--- config.mk ---
export PLATFORM = sky130hd
export DESIGN_NAME = imem_arbiter
export DESIGN_NICKNAME = d
export VERILOG_FILES = /design/src/rtl/imem_pkg.sv /design/src/rtl/imem_addr_chk.sv /design/src/rtl/imem_arbiter.sv
export SDC_FILE = /design/constraint.sdc
export NUM_CORES = 1
export LEC_CHECK = 0
export CORE_AREA = 2 2 99 101
export DETAILED_ROUTE_END_ITERATION = 12
export DIE_AREA = 0 0 101 103
export GPL_TIMING_DRIVEN = 0
export MAX_ROUTING_LAYER = met4
export PLACE_DENSITY_LB_ADDON = 0.15
export SLEW_MARGIN = 20
export SYNTH_ARGS = -nofsm -noshare
export SYNTH_HDL_FRONTEND = slang
export SYNTH_SLANG_ARGS = --single-unit
--- constraint.sdc ---
create_clock -name clk -period 3.5 [get_ports clk]
set_input_delay 0.875 -clock clk [delete_from_list [all_inputs] [get_ports clk]]
set_output_delay 0.875 -clock clk [all_outputs]
set_load 0.02 [all_outputs]
--- src/rtl/imem_pkg.sv ---
// Shared definitions for the instruction-memory arbiter.
//   owner_e  : which requester owns the response slot next cycle
//   state_e  : loader lock state
//   NOP_WORD : data returned on an error response (MIPS NOP)
//   addr_ok  : byte-address alignment and range check
package imem_pkg;

    typedef enum logic [1:0] {
        OWN_NONE   = 2'd0,
        OWN_FETCH  = 2'd1,
        OWN_LOADER = 2'd2
    } owner_e;

    typedef enum logic {
        ST_NORMAL = 1'b0,
        ST_LOCKED = 1'b1
    } state_e;

    localparam logic [31:0] NOP_WORD = 32'h0000_0000;

    // A byte address is usable when it is word aligned and every bit above
    // the memory's word-address field is zero.
    function automatic logic addr_ok(input logic [31:0] addr, input int unsigned addr_w);
        return (addr[1:0] == 2'b00) && ((addr >> (addr_w + 2)) == 32'd0);
    endfunction

endpackage

--- src/rtl/imem_addr_chk.sv ---
// Alignment/range check and word-address extraction for one byte address.
//   addr      in  32      byte address of the granted request
//   ok        out 1       address is aligned and inside the memory
//   word_addr out ADDR_W  memory word address
module imem_addr_chk
    import imem_pkg::*;
#(
    parameter int unsigned ADDR_W = 16
) (
    input  logic [31:0]       addr,
    output logic              ok,
    output logic [ADDR_W-1:0] word_addr
);

    assign ok        = addr_ok(addr, ADDR_W);
    assign word_addr = addr[ADDR_W+1:2];

endmodule

--- src/rtl/imem_arbiter.sv ---
// Arbitrates a single-port synchronous instruction RAM between the CPU fetch
// port (read only) and the loader/debug port (read/write, optional lock).
//   clk, rst                  clock, synchronous active-high reset
//   f_req/f_addr/f_gnt        fetch request handshake (byte address)
//   f_rvalid/f_rdata/f_err    fetch response, one cycle after grant
//   l_req/l_we/l_lock/l_addr/l_wdata/l_gnt   loader request handshake
//   l_rvalid/l_rdata/l_err    loader response / write ack
//   mem_en/mem_we/mem_addr/mem_wdata/mem_rdata   RAM port (1-cycle read)
module imem_arbiter
    import imem_pkg::*;
#(
    parameter int unsigned ADDR_W        = 16,
    parameter int unsigned FETCH_RUN_MAX = 4
) (
    input  logic              clk,
    input  logic              rst,
    input  logic              f_req,
    input  logic [31:0]       f_addr,
    output logic              f_gnt,
    output logic              f_rvalid,
    output logic [31:0]       f_rdata,
    output logic              f_err,
    input  logic              l_req,
    input  logic              l_we,
    input  logic              l_lock,
    input  logic [31:0]       l_addr,
    input  logic [31:0]       l_wdata,
    output logic              l_gnt,
    output logic              l_rvalid,
    output logic [31:0]       l_rdata,
    output logic              l_err,
    output logic              mem_en,
    output logic              mem_we,
    output logic [ADDR_W-1:0] mem_addr,
    output logic [31:0]       mem_wdata,
    input  logic [31:0]       mem_rdata
);

    localparam int unsigned RUN_W = $clog2(FETCH_RUN_MAX + 1);
    localparam logic [RUN_W-1:0] RUN_MAX = RUN_W'(FETCH_RUN_MAX);

    state_e           state_q, state_d;
    logic [RUN_W-1:0] run_q, run_d;
    owner_e           own_q, own_d;
    logic             rerr_q, rerr_d;
    logic             rwr_q, rwr_d;

    logic [31:0]       win_addr;
    logic              win_ok;
    logic [ADDR_W-1:0] win_word;
    logic              any_gnt;

    // Grant: all grants are forced low while rst is high.
    always_comb begin
        f_gnt = 1'b0;
        l_gnt = 1'b0;
        if (!rst) begin
            if (state_q == ST_LOCKED) begin
                l_gnt = l_req;
            end else if (f_req && l_req && (run_q == RUN_MAX)) begin
                l_gnt = 1'b1;
            end else if (f_req) begin
                f_gnt = 1'b1;
            end else begin
                l_gnt = l_req;
            end
        end
    end

    assign any_gnt  = f_gnt | l_gnt;
    assign win_addr = l_gnt ? l_addr : f_addr;

    imem_addr_chk #(
        .ADDR_W (ADDR_W)
    ) u_addr_chk (
        .addr      (win_addr),
        .ok        (win_ok),
        .word_addr (win_word)
    );

    assign mem_en    = any_gnt & win_ok;
    assign mem_we    = mem_en & l_gnt & l_we;
    assign mem_addr  = mem_en ? win_word : '0;
    assign mem_wdata = mem_we ? l_wdata : '0;

    always_comb begin
        state_d = state_q;
        run_d   = run_q;
        own_d   = OWN_NONE;
        rerr_d  = 1'b0;
        rwr_d   = 1'b0;

        // A locked loader holds ownership even while idle; release is seen
        // one cycle late, so a grant in the release cycle still goes through.
        case (state_q)
            ST_NORMAL: if (l_gnt && l_lock) state_d = ST_LOCKED;
            ST_LOCKED: if (!l_lock) state_d = ST_NORMAL;
            default:   state_d = ST_NORMAL;
        endcase

        if (l_gnt || !l_req) begin
            run_d = '0;
        end else if (f_gnt && (run_q != RUN_MAX)) begin
            run_d = run_q + 1'b1;
        end

        if (f_gnt) begin
            own_d = OWN_FETCH;
        end else if (l_gnt) begin
            own_d = OWN_LOADER;
        end
        rerr_d = any_gnt & ~win_ok;
        rwr_d  = l_gnt & l_we;
    end

    always_ff @(posedge clk) begin
        if (rst) begin
            state_q <= ST_NORMAL;
            run_q   <= '0;
            own_q   <= OWN_NONE;
            rerr_q  <= 1'b0;
            rwr_q   <= 1'b0;
        end else begin
            state_q <= state_d;
            run_q   <= run_d;
            own_q   <= own_d;
            rerr_q  <= rerr_d;
            rwr_q   <= rwr_d;
        end
    end

    // Responses are gated by rst so a grant from the cycle before reset is
    // dropped rather than answered during the reset cycle.
    assign f_rvalid = ~rst & (own_q == OWN_FETCH);
    assign f_err    = f_rvalid & rerr_q;
    assign f_rdata  = (f_rvalid && !rerr_q) ? mem_rdata : NOP_WORD;

    assign l_rvalid = ~rst & (own_q == OWN_LOADER);
    assign l_err    = l_rvalid & rerr_q;
    assign l_rdata  = (l_rvalid && !rerr_q && !rwr_q) ? mem_rdata : NOP_WORD;

endmodule

# Word level (Yosys, flattened, before mapping)
# Index checks and enable logic that the tools add are counted.
# totals
elab_cells,58
in_bits,134
out_inout_bits,120
register_bits,8
# op_classes
n_eq_ne,4
reduce_logical,16
add_sub_neg,1
bitwise_logic,13
muxes,18
# op_table
op,n
two-way mux 32 bit,4
logical NOT 32 bit,1
two-way mux 16 bit,1
two-way mux 1 bit,11
bitwise AND 1 bit,9
logical AND 1 bit,8
OR reduction 2 bit,2
"adder 3 x 1 -> 3 bit, second input constant",1
"== test 3 bit, second input constant",1
logical NOT 1 bit,3
"inequality test 3 bit, second input constant",1
inverter 1 bit,3
"== test 2 x 1 -> 1 bit, second input constant",1
"== test 2 bit, second input constant",1
logical NOT 2 bit,1
two-way mux 2 bit,1
case mux 1 bit (2 select lines),1
logical OR 1 bit,1
OR 1 bit,1

# Longest topological paths before layout
# logic_depth
word_depth,12
ltp_mapped,9

# Cells and area by module
# From an unflattened synthesis, not the netlist that was laid out.
# unflattened
cells_unflattened,220
area_unflattened_um2,1838.0
# modules_own_cells
mod,area_per_inst_um2,seq_area_each_um2,cells_each,instances
imem_arbiter,1684.1,160.2,199,1
imem_addr_chk,153.9,0.0,21,1

# Worst setup path after synthesis
# No wires, ideal clock.
# synth_path
path_kind,input port to output port
startpoint,in rst
endpoint,out l_rdata[10]
stages,4
n_path_buf,1
arrival_time_ns,2.289
required_ns,2.625
path_slack_ns,0.336
path_cell_list,nor3b_1 nor3b_2 clkbuf_1 and2_1
# synth_via
elab_chain_len,5
# synth_rtl
item,line,source
"start, declared",imem_arbiter.sv:16,"input logic rst,"
inverter 1 bit,imem_arbiter.sv:138,assign l_rvalid = ~rst & (own_q == OWN_LOADER);
bitwise AND 1 bit,imem_arbiter.sv:138,
logical AND 1 bit (2 in a row),imem_arbiter.sv:140,assign l_rdata = (l_rvalid && !rerr_q && !rwr_q) ? mem_rdata : NOP_WORD;
two-way mux 32 bit,imem_arbiter.sv:140,
"end, declared",imem_arbiter.sv:30,"output logic [31:0] l_rdata,"
# Every way passes these cells.

# Final worst setup path
# layout_path
startpoint,in f_req
endpoint,out mem_addr[9]
# layout_via
elab_chain_len,10
elab_cells_between_ends,17
classes_between,mux: 10; bitwise: 2; reduce/logical: 5
# layout_rtl
item,line,source
"start, declared",imem_arbiter.sv:17,"input logic f_req,"
logical AND 1 bit (2 in a row),imem_arbiter.sv:60,end else if (f_req && l_req && (run_q == RUN_MAX)) begin
two-way mux 1 bit,imem_arbiter.sv:60,
two-way mux 1 bit,imem_arbiter.sv:58,if (state_q == ST_LOCKED) begin
two-way mux 1 bit,imem_arbiter.sv:57,if (!rst) begin
two-way mux 32 bit,imem_arbiter.sv:71,assign win_addr = l_gnt ? l_addr : f_addr;
logical NOT 32 bit or logical NOT 2 bit (tied branches),imem_pkg.sv:24,return (addr[1:0] == 2'b00) && ((addr >> (addr_w + 2)) == 32'd0);
logical AND 1 bit,imem_pkg.sv:24,
bitwise AND 1 bit,imem_arbiter.sv:81,assign mem_en = any_gnt & win_ok;
two-way mux 16 bit (*),imem_arbiter.sv:83,assign mem_addr = mem_en ? win_word : '0;
"end, declared",imem_arbiter.sv:34,"output logic [ADDR_W-1:0] mem_addr,"
# Every way passes the cells marked *; elsewhere a longest branch is shown, timed or not.

==> impl_results.md <==
- Pre-antenna DRT Iters: 4
- Synth Register Bits: 8
- Synthesis-to-finish area growth: 199.0%
- Place WS: -727.0 ps
- Total clock sinks: 8
- Clk_skew: 3.677 ps
- Remaining DRCs: 0
- GR peak layer: met2
- Fin. Hold Viols: 0
- Routing usage on met1: 15.27%
- Max Fclk: approximately 290 MHz
- Outcome: complete, but fails checks
- FILL cells: 997
- Layout cell share with drive strength beyond 1: 24.70%
- Power Dens Cells: around 110 mW/mm²
- VDD IR max: 0.05941 mV
- Post-synthesis average cell area: 6.764 µm²
- Die width: 101 µm
- Setup crit end kind: primary output
- Tmin final: 3503 ps
- Register area share after synthesis: between 10% and 20%
- Flop-to-flop setup slack: 1960 ps
- Multi-input logic area: approximately 0.0013 mm²
- CP Data Arrival Time: around 2600 ps
- Max Slew Vio Count: 0
- CTS Buf Count: 3
- Initial antenna violation count: 0
- Gr usage total: 14.31%
- Final wirelength: 9109 µm
- Synth top area share: 41.81%
- WP data required: 2620 ps
- DR vias: 2615
- DP Wirelength: 7361 µm
- Post-Syn Area: ~0.0015 mm²
- Synth Net Count: 355
- Starting density of the core: between 15 and 20%
- Util after Layout: 46.83%
- Register area: 160.2 µm²
- Largest net degree at the start of global routing: 11
- Slew @ Worst Pin: ~430 ps
- Hold Crit Class: register to register
- IO Port Bufs: 253
- Unique cell type count in the Yosys netlist: 31
- Final setup viols: 1
- Die footprint: 0.01040 mm²
- Mapped Cells: about 220
- Leak: ~2.2 nW
- WL/cell: 14.98 µm
- Final TNS setup: -3.350 ps
- Max Cap Violations: 0
- Synth warn: 0
- CTS tree: done
- Pwr Total: around 0.00047 W
- Num ports: 254
- Top post-synthesis cells by area: and2_1 (42%), dfxtp_1 (11%), nand3_1 (11%), a211oi_1 (8.1%), buf_6 (3.0%)
- Vias in the first global route: 2320
- Period utilization: 100.1%
- Hold Crit Endpoint: run_q[0]
- Met3 global-route usage: roughly 2.6%
- Reg2reg path depth: 8
- Rows: 36
- RSZ-0062 raised after global routing: true
- Inserted Diodes: 0
- Fin nets: 632
- Die Y-Extent: 103 µm
- Synth area leader: and2_1
- Failing checks: negative setup slack
- First-pass GRT wire length: between 10000 and 15000 µm
- Most common cell after layout, fill and taps aside: clkdlybuf4s50_1
- Vias per cell: 4.301
- Reg-to-reg endpoint: rerr_q
- Initial DRC count: 39
- Antenna-violating nets left: 0
- Commonest non-fill, non-tap cells in the layout: clkdlybuf4s50_1 (130), and2_1 (92), dlygate4sd2_1 (62), buf_6 (32), nand3_1 (32)
- Crit Reg-Reg Startpoint: run_q[0]
- Aggregate global routing overflow: 0
- Htree depth: 1
- Final Worst Setup Slack: -3.350 ps
- GPL Wtd Cong: 0.8104
- Clock root buffer: clkbuf_8
- Crit Path Max Fanout: 7
- Clk_lat worst skew: 230 ps
- Kind of critical path: input port to primary output
- HP Start: run_q[0]
- Met2 Usage GRT: 27.69%
- Core footprint: about 0.0095 mm²
- Max transition margin: 71.00%
- CTS Hold Buffers Added: 0
- Critical Path Start Type: input port
- Fin Hold WS: 439.4 ps
- Worst-path clk slew: 40 ps
- Worst Hold Depth: 1
- Clock Path Buffers: 2
-- state kept, by name, indices dropped and copies added (netlist names) --
name     cells
rerr_q       1
own_q        2
state_q      1
rwr_q        1
run_q        3
-- report_power, final --
part           internal, W  leakage (nW)  switching [W]
Clock            0.0000743        0.0216      0.0000339
Combinational     0.000173          2.09      0.0000882
Sequential       0.0000950        0.0656     0.00000351
-- synthesized netlist by cell type --
| cell type | number |
|---|---|
| clkbuf_1 | 7 |
| and4_4 | 1 |
| xnor2_1 | 1 |
| dfxtp_1 | 8 |
| mux2i_2 | 1 |
| nor2_1 | 7 |
| a31o_2 | 1 |
| a31oi_1 | 1 |
| nor3b_1 | 3 |
| nor3_1 | 1 |
| mux2i_1 | 1 |
| nor2b_1 | 2 |
| ha_1 | 2 |
| and4_1 | 2 |
| o21bai_1 | 1 |
| a211oi_1 | 16 |
| or3_1 | 1 |
| nor4_1 | 6 |
| buf_2 | 3 |
| inv_2 | 1 |
| inv_1 | 5 |
| nor3b_2 | 1 |
| and2_1 | 99 |
| nand3_1 | 32 |
| a311oi_1 | 2 |
| buf_4 | 5 |
| buf_6 | 4 |
| nand2b_1 | 1 |
| nand2_1 | 2 |
| a21oi_1 | 1 |
| a21o_1 | 1 |
-- area by class of cell --
| cell class | instances | share of cell area (%) |
|---|---|---|
| inverter | 6 | 0.5085 |
| timing repair buffer | 271 | 57.88 |
| sequential | 8 | 3.616 |
| buffer | 19 | 4.011 |
| clock buffer | 3 | 0.9322 |
| multi-input combinational | 187 | 29.83 |
| tap | 114 | 3.220 |
-- worst max-delay path by stage --
stage                     start           end  slack [ps]  cells after the start
after floorplan             rst   l_rdata[10]         340                      4
after global placement      rst   l_rdata[30]        -740                      6
after detailed placement    rst   l_rdata[30]        -730                      6
after CTS                 f_req   mem_addr[9]           2                      8
after global routing      f_req  mem_addr[13]         -60                      8
final                     f_req   mem_addr[9]          -3                      8
-- stage by stage --
step / std cells / cell area (µm²)
after floorplan: 219 / 1481
after global placement: 586 / 4156
after detailed placement: 586 / 4156
after CTS: 592 / 4111
after global routing: 608 / 4429
final: 608 / 4429
-- critical path, stage by stage --
cell             delay [ps]
clkdlybuf4s50_1         430
nor2b_4                 150
a21o_1                  220
inv_2                   110
mux2i_4                 350
buf_2                   260
a211oi_2                 50
buf_4                   170
-- metal layers --
layer  part of all wire [%]  routed length, µm
met1                     36               3267
met3                    8.6                782
met4                   0.82                 75
met2                     55               4983
met5                      0                  0
-- cells by family (layout without fill, tap and decap cells) --
group / after synthesis / in the layout / share of synthesized area (%)
XOR/XNOR: 1 / 1 / 0.5913
multiplexers: 2 / 2 / 1.605
AND/OR/NAND/NOR: 158 / 159 / 63.77
flip-flops: 8 / 8 / 10.81
buffers and inverters: 25 / 299 / 9.882
AO/OA/AOI/OAI: 23 / 23 / 11.66
adder cells (fa/ha/maj): 2 / 2 / 1.689
-- what timing repair did --
action,4_1_cts,5_1_grt
resized for setup,328,74
endpoints found under the setup margin,115,59
pin swaps,5,10
buffers inserted,3,10
gates cloned,0,6
(Power assumes the default switching activity.)
